`src/rtl/hangman_guess_ctrl_if.sv`:
```
// Word/guess/status bundle for hangman_guess_ctrl.
// The master drives the word and guesses; the slave (the controller) drives status.
interface hangman_guess_ctrl_if;
    logic        word_load;
    logic [48:0] word_in;
    logic        guess_valid;
    logic [6:0]  guess_ascii;
    logic        guess_ready;
    logic [6:0]  ascii_1;
    logic [6:0]  ascii_2;
    logic [6:0]  ascii_3;
    logic [6:0]  ascii_4;
    logic [6:0]  ascii_5;
    logic [6:0]  ascii_6;
    logic [6:0]  ascii_7;
    logic [6:0]  selection;
    logic [6:0]  revealed;
    logic [3:0]  miss_count;
    logic        game_won;
    logic        game_lost;
    logic        repeat_guess;

    modport master (
        output word_load, word_in, guess_valid, guess_ascii,
        input  guess_ready, ascii_1, ascii_2, ascii_3, ascii_4, ascii_5, ascii_6, ascii_7,
        input  selection, revealed, miss_count, game_won, game_lost, repeat_guess
    );

    modport slave (
        input  word_load, word_in, guess_valid, guess_ascii,
        output guess_ready, ascii_1, ascii_2, ascii_3, ascii_4, ascii_5, ascii_6, ascii_7,
        output selection, revealed, miss_count, game_won, game_lost, repeat_guess
    );
endinterface

```
`src/rtl/hangman_guess_ctrl.sv`:
```
// Hangman guess controller: latches a 7-letter word, scores guesses, tracks reveal/miss state.
// Define GUESS_HISTORY_EN to keep a used-letter vector and flag repeated guesses.
module hangman_guess_ctrl #(
    parameter int unsigned MAX_MISSES = 6
) (
    input logic                 clk,
    input logic                 rst_n,
    hangman_guess_ctrl_if.slave bus
);

    typedef enum logic [2:0] {StIdle, StPlay, StCheck, StWon, StLost} state_e;

    localparam logic [3:0] MissLimit = 4'(MAX_MISSES);

    state_e      r_state;
    logic [48:0] r_word;
    logic [6:0]  r_sel;
    logic [6:0]  r_rev;
    logic [3:0]  r_miss;
    logic        r_repeat;

    logic [6:0]  w_norm;
    logic        w_guess_ok;
    logic [6:0]  w_match;
    logic [6:0]  w_load_mask;
    logic [6:0]  w_rev_next;
    logic [3:0]  w_miss_next;
    logic        w_seen;

    always_comb begin
        w_norm     = bus.guess_ascii;
        w_guess_ok = 1'b0;
        if (bus.guess_ascii >= 7'h61 && bus.guess_ascii <= 7'h7A) begin
            w_norm     = bus.guess_ascii - 7'h20;
            w_guess_ok = 1'b1;
        end else if (bus.guess_ascii >= 7'h41 && bus.guess_ascii <= 7'h5A) begin
            w_guess_ok = 1'b1;
        end
    end

    // Bit i of each mask refers to word slice [i*7 +: 7], so bit 6 is letter 1.
    always_comb begin
        w_match     = '0;
        w_load_mask = '0;
        for (int i = 0; i < 7; i++) begin
            w_match[i]     = (r_word[i*7 +: 7] == r_sel);
            w_load_mask[i] = !(bus.word_in[i*7 +: 7] >= 7'h41 &&
                               bus.word_in[i*7 +: 7] <= 7'h5A);
        end
        w_rev_next  = r_rev | w_match;
        w_miss_next = r_miss;
        if (w_match == 7'd0 && r_miss < MissLimit) begin
            w_miss_next = r_miss + 4'd1;
        end
    end

`ifdef GUESS_HISTORY_EN
    logic [25:0] r_hist;
    logic [4:0]  w_idx;

    assign w_idx  = 5'(r_sel - 7'h41);
    assign w_seen = r_hist[w_idx];
`else
    assign w_seen = 1'b0;
`endif

    always_ff @(posedge clk) begin
        if (!rst_n) begin
            r_state  <= StIdle;
            r_word   <= {7{7'h5F}};
            r_sel    <= 7'h00;
            r_rev    <= 7'h00;
            r_miss   <= 4'd0;
            r_repeat <= 1'b0;
`ifdef GUESS_HISTORY_EN
            r_hist   <= '0;
`endif
        end else begin
            r_repeat <= 1'b0;
            if (bus.word_load) begin
                r_word  <= bus.word_in;
                r_rev   <= w_load_mask;
                r_miss  <= 4'd0;
                r_state <= (&w_load_mask) ? StWon : StPlay;
`ifdef GUESS_HISTORY_EN
                r_hist  <= '0;
`endif
            end else begin
                unique case (r_state)
                    StPlay: begin
                        // Non-letters are consumed silently and leave the game in PLAY.
                        if (bus.guess_valid && w_guess_ok) begin
                            r_sel   <= w_norm;
                            r_state <= StCheck;
                        end
                    end
                    StCheck: begin
                        if (w_seen) begin
                            r_repeat <= 1'b1;
                            r_state  <= StPlay;
                        end else begin
                            r_rev  <= w_rev_next;
                            r_miss <= w_miss_next;
`ifdef GUESS_HISTORY_EN
                            r_hist[w_idx] <= 1'b1;
`endif
                            if (&w_rev_next) begin
                                r_state <= StWon;
                            end else if (w_miss_next == MissLimit) begin
                                r_state <= StLost;
                            end else begin
                                r_state <= StPlay;
                            end
                        end
                    end
                    default: ;
                endcase
            end
        end
    end

    assign bus.guess_ready  = (r_state == StPlay);
    assign bus.game_won     = (r_state == StWon);
    assign bus.game_lost    = (r_state == StLost);
    assign bus.selection    = r_sel;
    assign bus.revealed     = r_rev;
    assign bus.miss_count   = r_miss;
    assign bus.repeat_guess = r_repeat;
    assign bus.ascii_1      = r_word[48:42];
    assign bus.ascii_2      = r_word[41:35];
    assign bus.ascii_3      = r_word[34:28];
    assign bus.ascii_4      = r_word[27:21];
    assign bus.ascii_5      = r_word[20:14];
    assign bus.ascii_6      = r_word[13:7];
    assign bus.ascii_7      = r_word[6:0];

endmodule
```
`src/flat_wrapper.sv`:
```
// flat-port wrapper written by rule: the top's interface ports become plain ports
module hangman_guess_ctrl_flat 
#(
    parameter int unsigned MAX_MISSES = 6
)
  (clk, rst_n, bus_word_load, bus_word_in, bus_guess_valid, bus_guess_ascii, bus_guess_ready, bus_ascii_1, bus_ascii_2, bus_ascii_3, bus_ascii_4, bus_ascii_5, bus_ascii_6, bus_ascii_7, bus_selection, bus_revealed, bus_miss_count, bus_game_won, bus_game_lost, bus_repeat_guess);
  hangman_guess_ctrl_if bus_i ();
  input logic clk;
  input logic rst_n;
  input wire logic [$bits(bus_i.word_load)-1:0] bus_word_load;
  input wire logic [$bits(bus_i.word_in)-1:0] bus_word_in;
  input wire logic [$bits(bus_i.guess_valid)-1:0] bus_guess_valid;
  input wire logic [$bits(bus_i.guess_ascii)-1:0] bus_guess_ascii;
  output wire logic [$bits(bus_i.guess_ready)-1:0] bus_guess_ready;
  output wire logic [$bits(bus_i.ascii_1)-1:0] bus_ascii_1;
  output wire logic [$bits(bus_i.ascii_2)-1:0] bus_ascii_2;
  output wire logic [$bits(bus_i.ascii_3)-1:0] bus_ascii_3;
  output wire logic [$bits(bus_i.ascii_4)-1:0] bus_ascii_4;
  output wire logic [$bits(bus_i.ascii_5)-1:0] bus_ascii_5;
  output wire logic [$bits(bus_i.ascii_6)-1:0] bus_ascii_6;
  output wire logic [$bits(bus_i.ascii_7)-1:0] bus_ascii_7;
  output wire logic [$bits(bus_i.selection)-1:0] bus_selection;
  output wire logic [$bits(bus_i.revealed)-1:0] bus_revealed;
  output wire logic [$bits(bus_i.miss_count)-1:0] bus_miss_count;
  output wire logic [$bits(bus_i.game_won)-1:0] bus_game_won;
  output wire logic [$bits(bus_i.game_lost)-1:0] bus_game_lost;
  output wire logic [$bits(bus_i.repeat_guess)-1:0] bus_repeat_guess;
  assign bus_i.word_load = bus_word_load;
  assign bus_i.word_in = bus_word_in;
  assign bus_i.guess_valid = bus_guess_valid;
  assign bus_i.guess_ascii = bus_guess_ascii;
  assign bus_guess_ready = bus_i.guess_ready;
  assign bus_ascii_1 = bus_i.ascii_1;
  assign bus_ascii_2 = bus_i.ascii_2;
  assign bus_ascii_3 = bus_i.ascii_3;
  assign bus_ascii_4 = bus_i.ascii_4;
  assign bus_ascii_5 = bus_i.ascii_5;
  assign bus_ascii_6 = bus_i.ascii_6;
  assign bus_ascii_7 = bus_i.ascii_7;
  assign bus_selection = bus_i.selection;
  assign bus_revealed = bus_i.revealed;
  assign bus_miss_count = bus_i.miss_count;
  assign bus_game_won = bus_i.game_won;
  assign bus_game_lost = bus_i.game_lost;
  assign bus_repeat_guess = bus_i.repeat_guess;
  hangman_guess_ctrl #(.MAX_MISSES(MAX_MISSES)) u_core (.clk(clk), .rst_n(rst_n), .bus(bus_i));
endmodule
```
`config.mk`:
```
export PLATFORM = sky130hd
export DESIGN_NAME = hangman_guess_ctrl_flat
export DESIGN_NICKNAME = d
export VERILOG_FILES = /design/src/rtl/hangman_guess_ctrl_if.sv /design/src/rtl/hangman_guess_ctrl.sv /design/src/flat_wrapper.sv
export SDC_FILE = /design/constraint.sdc
export NUM_CORES = 1
export LEC_CHECK = 0
export BUFFER_PORTS_ARGS = -buffer_cell sky130_fd_sc_hd__buf_2
export CAP_MARGIN = 20
export CELL_PAD_IN_SITES_DETAIL_PLACEMENT = 0
export CELL_PAD_IN_SITES_GLOBAL_PLACEMENT = 1
export CORE_ASPECT_RATIO = 1.2
export CORE_MARGIN = 8
export CORE_UTILIZATION = 35
export CTS_CLUSTER_SIZE = 10
export DETAILED_ROUTE_END_ITERATION = 12
export GPL_TIMING_DRIVEN = 0
export PLACE_DENSITY = 0.83
export RECOVER_POWER = 100
export SYNTH_ARGS = -nofsm -noshare
export SYNTH_HDL_FRONTEND = slang
export SYNTH_SLANG_ARGS = --single-unit
```
`constraint.sdc`:
```
create_clock -name clk -period 2.5 [get_ports clk]
set_input_delay 0.25 -clock clk [delete_from_list [all_inputs] [get_ports clk]]
set_output_delay 0.25 -clock clk [all_outputs]
set_load 0.03 [all_outputs]
```
==> results of run 1 <==
-- cell usage after synthesis, types with 3 or more instances --
library cell,n,area [sq um]
a211oi_1,7,52.6
a21oi_1,9,45.0
buf_6,7,78.8
clkbuf_1,13,48.8
dfxtp_1,70,1400
ha_1,3,37.5
inv_1,4,15.0
mux2i_1,57,571
nand2_1,78,293
nand4_1,9,56.3
nor2_1,15,56.3
nor2b_1,9,56.3
nor3b_1,11,82.6
nor4_2,6,75.1
o22ai_1,10,62.6
or4_1,8,60.1
xnor2_1,31,272
xor2_1,20,175
-- area by class of cell --
type | count | area, sq um | share of cell area
timing repair buffer | 128 | 551 | 0.116
clock buffer | 13 | 270 | 0.0572
inverter | 4 | 15.0 | 0.00318
tap | 129 | 161 | 0.0341
multi-input combinational | 304 | 2180 | 0.461
sequential | 70 | 1400 | 0.296
buffer | 23 | 143 | 0.0302
clock inverter | 1 | 5.00 | 0.00106
-- logic make-up (layout without fill, tap and decap cells) --
kind of cell	after synthesis	count (layout)	share of synthesized area
simple gates	149	149	0.212
other cells	1	1	0.00100
flops	70	70	0.375
buf+inv	27	169	0.0422
fa+ha+maj	3	3	0.0100
xor+xnor	53	53	0.128
compound gates	40	40	0.0763
mux	58	58	0.156
-- worst paths after layout --
check,start,end,slack [ps],depth (start not counted)
max,u_core.bus.selection[5]$_SDFFE_PN0P_,u_core.r_state[1]$_SDFFE_PN0P_,160,8
min,bus_word_in[41],u_core.r_word[41]$_SDFFE_PN1P_,150,3
max reg2reg,u_core.bus.selection[5]$_SDFFE_PN0P_,u_core.r_state[1]$_SDFFE_PN0P_,160,8
min reg2reg,u_core.bus.revealed[0]$_SDFFE_PN0P_,u_core.bus.revealed[0]$_SDFFE_PN0P_,530,2
-- where the power goes --
group	switching (mW)	internal, mW
Combinational	0.335	0.187
Sequential	0.0608	1.18
Clock	0.446	0.740
-- routing by layer --
layer,wire [um],vias up,part of all wire,global-route usage
met4,125,0,0.011,0.0495
met2,5760,89,0.50,0.271
met5,0,-,0,0
li1,-,1677,-,-
met3,641,12,0.055,0.0318
met1,5080,1591,0.44,0.190
-- what timing repair did --
| item | 4_1_cts | 5_1_grt |
|---|---|---|
| setup endpoints to repair | 0 | 1 |
| endpoints found under the hold margin | 0 | 0 |
| setup buffers | 0 | 0 |
| gates resized for setup | 0 | 2 |
-- critical path: cells and delay by family, from the launching register on --
kind,cells,cell delay (ps)
AOI/OAI and AO/OA,3,530
xor gates and xnor gates,1,130
buffers and inverters,1,190
DFF,1,370
and+or+nand+nor,3,1000
-- flip-flops by register name, summed over array words and instances, names as in the netlist --
signal,flops
u_core.bus.miss_count,4
u_core.r_word,49
u_core.bus.revealed,7
u_core.r_state,3
u_core.bus.selection,7
==> metrics.md, run 1 <==
| Metric | Value |
|---|---|
| Avg Cell Area, Syn | `between 9 and 10 sq um` |
| Sum Neg Setup Slack | `0 ps` |
| Cells after DPL | `658` |
| Top-Level Pins | `~130` |
| Synth unique cells | `45` |
| DRC errors left | `0` |
| Final Cell Area | `roughly 4700 sq um` |
| Slowest cell on the critical path | `or4_4` |
| CP peak stage delay | `~560 ps` |
| Rel. slew slack | `0.470` |
| VDD IR max | `0.246 mV` |
| Clock Tree Root | `clkbuf_16` |
| Cell row count | `a little over 40` |
| Placed cell area | `approximately 4500 sq um` |
| Fill cell count | `~1,100` |
| Clock buffer depth | `2` |
| Detail Route Antenna Nets | `0` |
| Syn. warnings | `0` |
| CTS buffer count | `9` |
| Latest clock arrival within the worst-skew pair | `between 300 and 400 ps` |
| Final GP Congestion | `0.808` |
| Final hold violation count | `0` |
| Area grow syn2layout | `26.4%` |
| N_diodes | `0` |
| Unrepaired setup endpoints after global routing | `false` |
| Post-Syn Instances | `roughly 400` |
| Hold-fix buffers, CTS | `0` |
| Fin crit share | `0.934` |
| Initial antenna violation count | `0` |
| Status | `complete, no violations` |
| Hold WS | `between 100 and 150 ps` |
| Largest net degree at the start of global routing | `11` |
| PwrDens | `between 600 and 700 nW/um^2` |
| Setup WS post-layout | `between 150 and 200 ps` |
| Die area | `around 14,000 sq um` |
| First drt pass iteration count | `5` |
| Core box area | `10,500 sq um` |
| Routed WL per cell | `17.3 um` |
| DIE HEIGHT | `about 130 um` |
| Fin util | `0.452` |
| Vias in the first global route | `roughly 3,400` |
| Via count | `~3,400` |
| GR Overflow Total | `0` |
| Final nets | `approximately 600` |
| Achievable Freq | `between 400 and 500 MHz` |
| Final worst path period need | `between 2000 and 2500 ps` |
| Post-synthesis cell area | `between 3000 and 4000 sq um` |
| Setup crit end kind | `flop` |
| CTS Sinks | `70` |
| #FFs+latches synth | `70` |
| Ratio of cells with drive above 1 in the final layout | `0.171` |
| CTS tree | `done` |
| First-pass GRT wire length | `17.3 mm` |
| Ys flop type | `dfxtp_1` |
| IO Port Bufs | `128` |
| Die Wd | `around 110 um` |
| Syn_nets | `between 400 and 500` |
| DRT Wirelength | `11.6 mm` |
| Detailed placer's ending HPWL | `about 9 mm` |
| Most common cell after layout, fill and taps aside | `clkbuf_1` |
| Critical Path AT | `between 2000 and 3000 ps` |
| Vias/cell | `between 5 and 6` |
| Starting DRT DRC Count | `99` |
| Worst-path cell chain | `buf_6 -> xnor2_1 -> nand4_1 -> nor4_2 -> o22ai_1 -> or4_4 -> a221o_1 -> o41ai_1` |
| Worst setup path class | `flop to flop` |
| Static Leak | `approximately 1.9 nW` |
| Pin slew with the least headroom to its limit | `slightly below 800 ps` |
| Tightest Hold Check Type | `input port to flop` |
| Total GRT Usage | `0.158` |
| Setup-failing EPs final | `0` |
| Clock transition at the registers of the reported paths | `50 ps` |
| Async SR Flop Fraction | `0` |
| Worst endpoint required time | `~2700 ps` |
| Finished Layout Cells | `~670` |
| Dpl ws | `approximately 78 ps` |
| Max-cap violations | `0` |
| Starting density of the core | `0.357` |
| Crit path launch type | `flop` |
| EDFF count, synth | `0` |
| Total chip power | `2.95 mW` |
| Sequential area share after synthesis | `0.375` |
| Commonest non-fill, non-tap cells in the layout | `clkbuf_1 (87), nand2_1 (78), dfxtp_1 (70)` |
| CP Max Fanout | `8` |
| Clock Skews | `5.06 ps` |
| CTS H-tree lvls | `3` |
| Slew Viols, Final | `0` |
No activity file was read; power rests on OpenSTA's default activity.
==> run 2, diff against run 1 <==
PLACE_DENSITY = 0.79   (was 0.83)
==> metrics.md, run 2 (synthesized netlist as in run 1, its figures left out) <==
| Metric | Value |
|---|---|
| Largest net degree at the start of global routing | `11` |
| Cell row count | `41` |
| Worst endpoint required time | `roughly 2700 ps` |
| N_diodes | `0` |
| Sum Neg Setup Slack | `0 ps` |
| Flop pwr share | `0.427` |
| Critical path's top delay family | `simple AND/OR/NAND/NOR gates` |
| GR Overflow Total | `0` |
| Finished Layout Cells | `a little under 700` |
| CP peak stage delay | `550 ps` |
| DIE HEIGHT | `between 100 and 150 um` |
| Pin slew with the least headroom to its limit | `approximately 760 ps` |
| Fin util | `0.451` |
| Setup-failing EPs final | `0` |
| Latest clock arrival within the worst-skew pair | `about 330 ps` |
| Clock Skews | `slightly above 4 ps` |
| Total chip power | `between 2 and 3 mW` |
| Core box area | `roughly 10,000 sq um` |
| DRC errors left | `0` |
| Post-CTS Setup Bufs | `0` |
| Max-cap violations | `0` |
| Critical Path AT | `between 2000 and 3000 ps` |
| Slowest cell on the critical path | `or4_4` |
| Internal power | `between 2 and 2.5 mW` |
| Final GP Congestion | `about 0.80` |
| PwrDens | `just over 600 nW/um^2` |
| Final nets | `approximately 600` |
| Die Wd | `roughly 110 um` |
| Clock buffer depth | `2` |
| Buf/Inv on CP | `1` |
| Routed WL per cell | `approximately 17 um` |
| Fin crit share | `0.937` |
| Total GRT Usage | `0.160` |
| Detailed placer's ending HPWL | `9.07 mm` |
| Biggest register | `u_core.r_word` |
| Area grow syn2layout | `26.1%` |
| First-pass GRT wire length | `approximately 18 mm` |
| Worst setup path class | `flop to flop` |
| CP Max Fanout | `8` |
| Fill cell count | `around 1,100` |
| Worst-path cell chain | `buf_6 -> xnor2_1 -> nand4_1 -> nor4_2 -> o22ai_1 -> or4_4 -> a221o_1 -> o41ai_1` |
| Clock Tree Root | `clkbuf_16` |
| Reg2reg path depth | `8` |
| Clock power share | `0.392` |
| Placed cell area | `about 4500 sq um` |
| Max reg flops | `49` |
| Clock transition at the registers of the reported paths | `50 ps` |
| Initial antenna violation count | `0` |
| Dpl ws | `~79 ps` |
| Achievable Freq | `427 MHz` |
| Switching share of total power | `0.288` |
| Most common cell after layout, fill and taps aside | `clkbuf_1` |
| Commonest non-fill, non-tap cells in the layout | `clkbuf_1 (91), nand2_1 (78), dfxtp_1 (70)` |
| Final worst path period need | `approximately 2300 ps` |
| Crit path launch type | `flop` |
| Cells after DPL | `roughly 660` |
| Vias/cell | `between 4 and 5` |
| Final Cell Area | `4720 sq um` |
| Unrepaired setup endpoints after global routing | `false` |
| Setup WS post-layout | `approximately 160 ps` |
| CTS buffer count | `9` |
| CTS Sinks | `70` |
| First drt pass iteration count | `4` |
| Rel. slew slack | `0.490` |
| Psw | `roughly 830 uW` |
| Ratio of cells with drive above 1 in the final layout | `0.167` |
| Die area | `14,300 sq um` |
| DRT Wirelength | `roughly 12 mm` |
| Hold Path Stages | `3` |
| Slew Viols, Final | `0` |
| CTS tree | `done` |
| Top-Level Pins | `between 100 and 150` |
| VDD IR max | `~0.25 mV` |
| CTS H-tree lvls | `3` |
| Starting density of the core | `0.357` |
| Final hold violation count | `0` |
| Detail Route Antenna Nets | `0` |
| Logic pwr share | `0.180` |
| Starting DRT DRC Count | `117` |
| Setup crit end kind | `flop` |
| IO Port Bufs | `roughly 130` |
| Status | `complete, no violations` |
| Tightest Hold Check Type | `input port to flop` |
| WP depth | `8` |
| Vias in the first global route | `between 3,000 and 4,000` |
| Static Leak | `1.90 nW` |
| Via count | `approximately 3,400` |
| Hold WS | `155 ps` |
[run 2: layout make-up]
type | count | area, sq um | share of cell area
plain buffers | 23 | 143 | 0.0302
clock buffers | 15 | 258 | 0.0547
clock inverters | 1 | 5.00 | 0.00106
inverters | 4 | 15.0 | 0.00318
multi-input cells | 304 | 2180 | 0.463
flip-flops and latches | 70 | 1400 | 0.297
well taps | 129 | 161 | 0.0342
repair buffers | 128 | 551 | 0.117
[run 2: routing by layer]
layer | track usage | part of all wire | up-vias
li1 | - | - | 1680
met1 | 0.193 | 0.44 | 1584
met2 | 0.269 | 0.49 | 81
met3 | 0.0328 | 0.052 | 12
met4 | 0.0644 | 0.015 | 0
met5 | 0 | 0 | -
[run 2: tightest hold or removal path, stage by stage]
cell and delay (ps):
buf_2 80, mux2i_1 60, nand2_1 60
[run 2: path summary, 6_finish.rpt]
check                                        startpoint                                    end  slack [ps]
setup reg to reg   u_core.bus.selection[6]$_SDFFE_PN0P_         u_core.r_state[1]$_SDFFE_PN0P_         160
hold / removal                          bus_word_in[27]         u_core.r_word[27]$_SDFFE_PN1P_         160
hold reg to reg   u_core.bus.miss_count[3]$_SDFFE_PP0P_  u_core.bus.miss_count[3]$_SDFFE_PP0P_         500
setup / recovery   u_core.bus.selection[6]$_SDFFE_PN0P_         u_core.r_state[1]$_SDFFE_PN0P_         160
[run 2: what timing repair did]
item | CTS | global route
setup endpoints to repair | 0 | 2
hold buffers | 0 | 0
endpoints found under the hold margin | 0 | 0
resized for setup | 0 | 2
[run 2: power by group through the flow]
stage          Sequential [mW]  Combinational (mW)  Clock [mW]
2_1_floorplan             1.37               0.239           0
3_3_place_gp              1.26               0.537           0
3_5_place_dp              1.26               0.544           0
4_1_cts                   1.24               0.546        1.16
5_1_grt                   1.25               0.569        1.21
6_report                  1.24               0.523        1.14
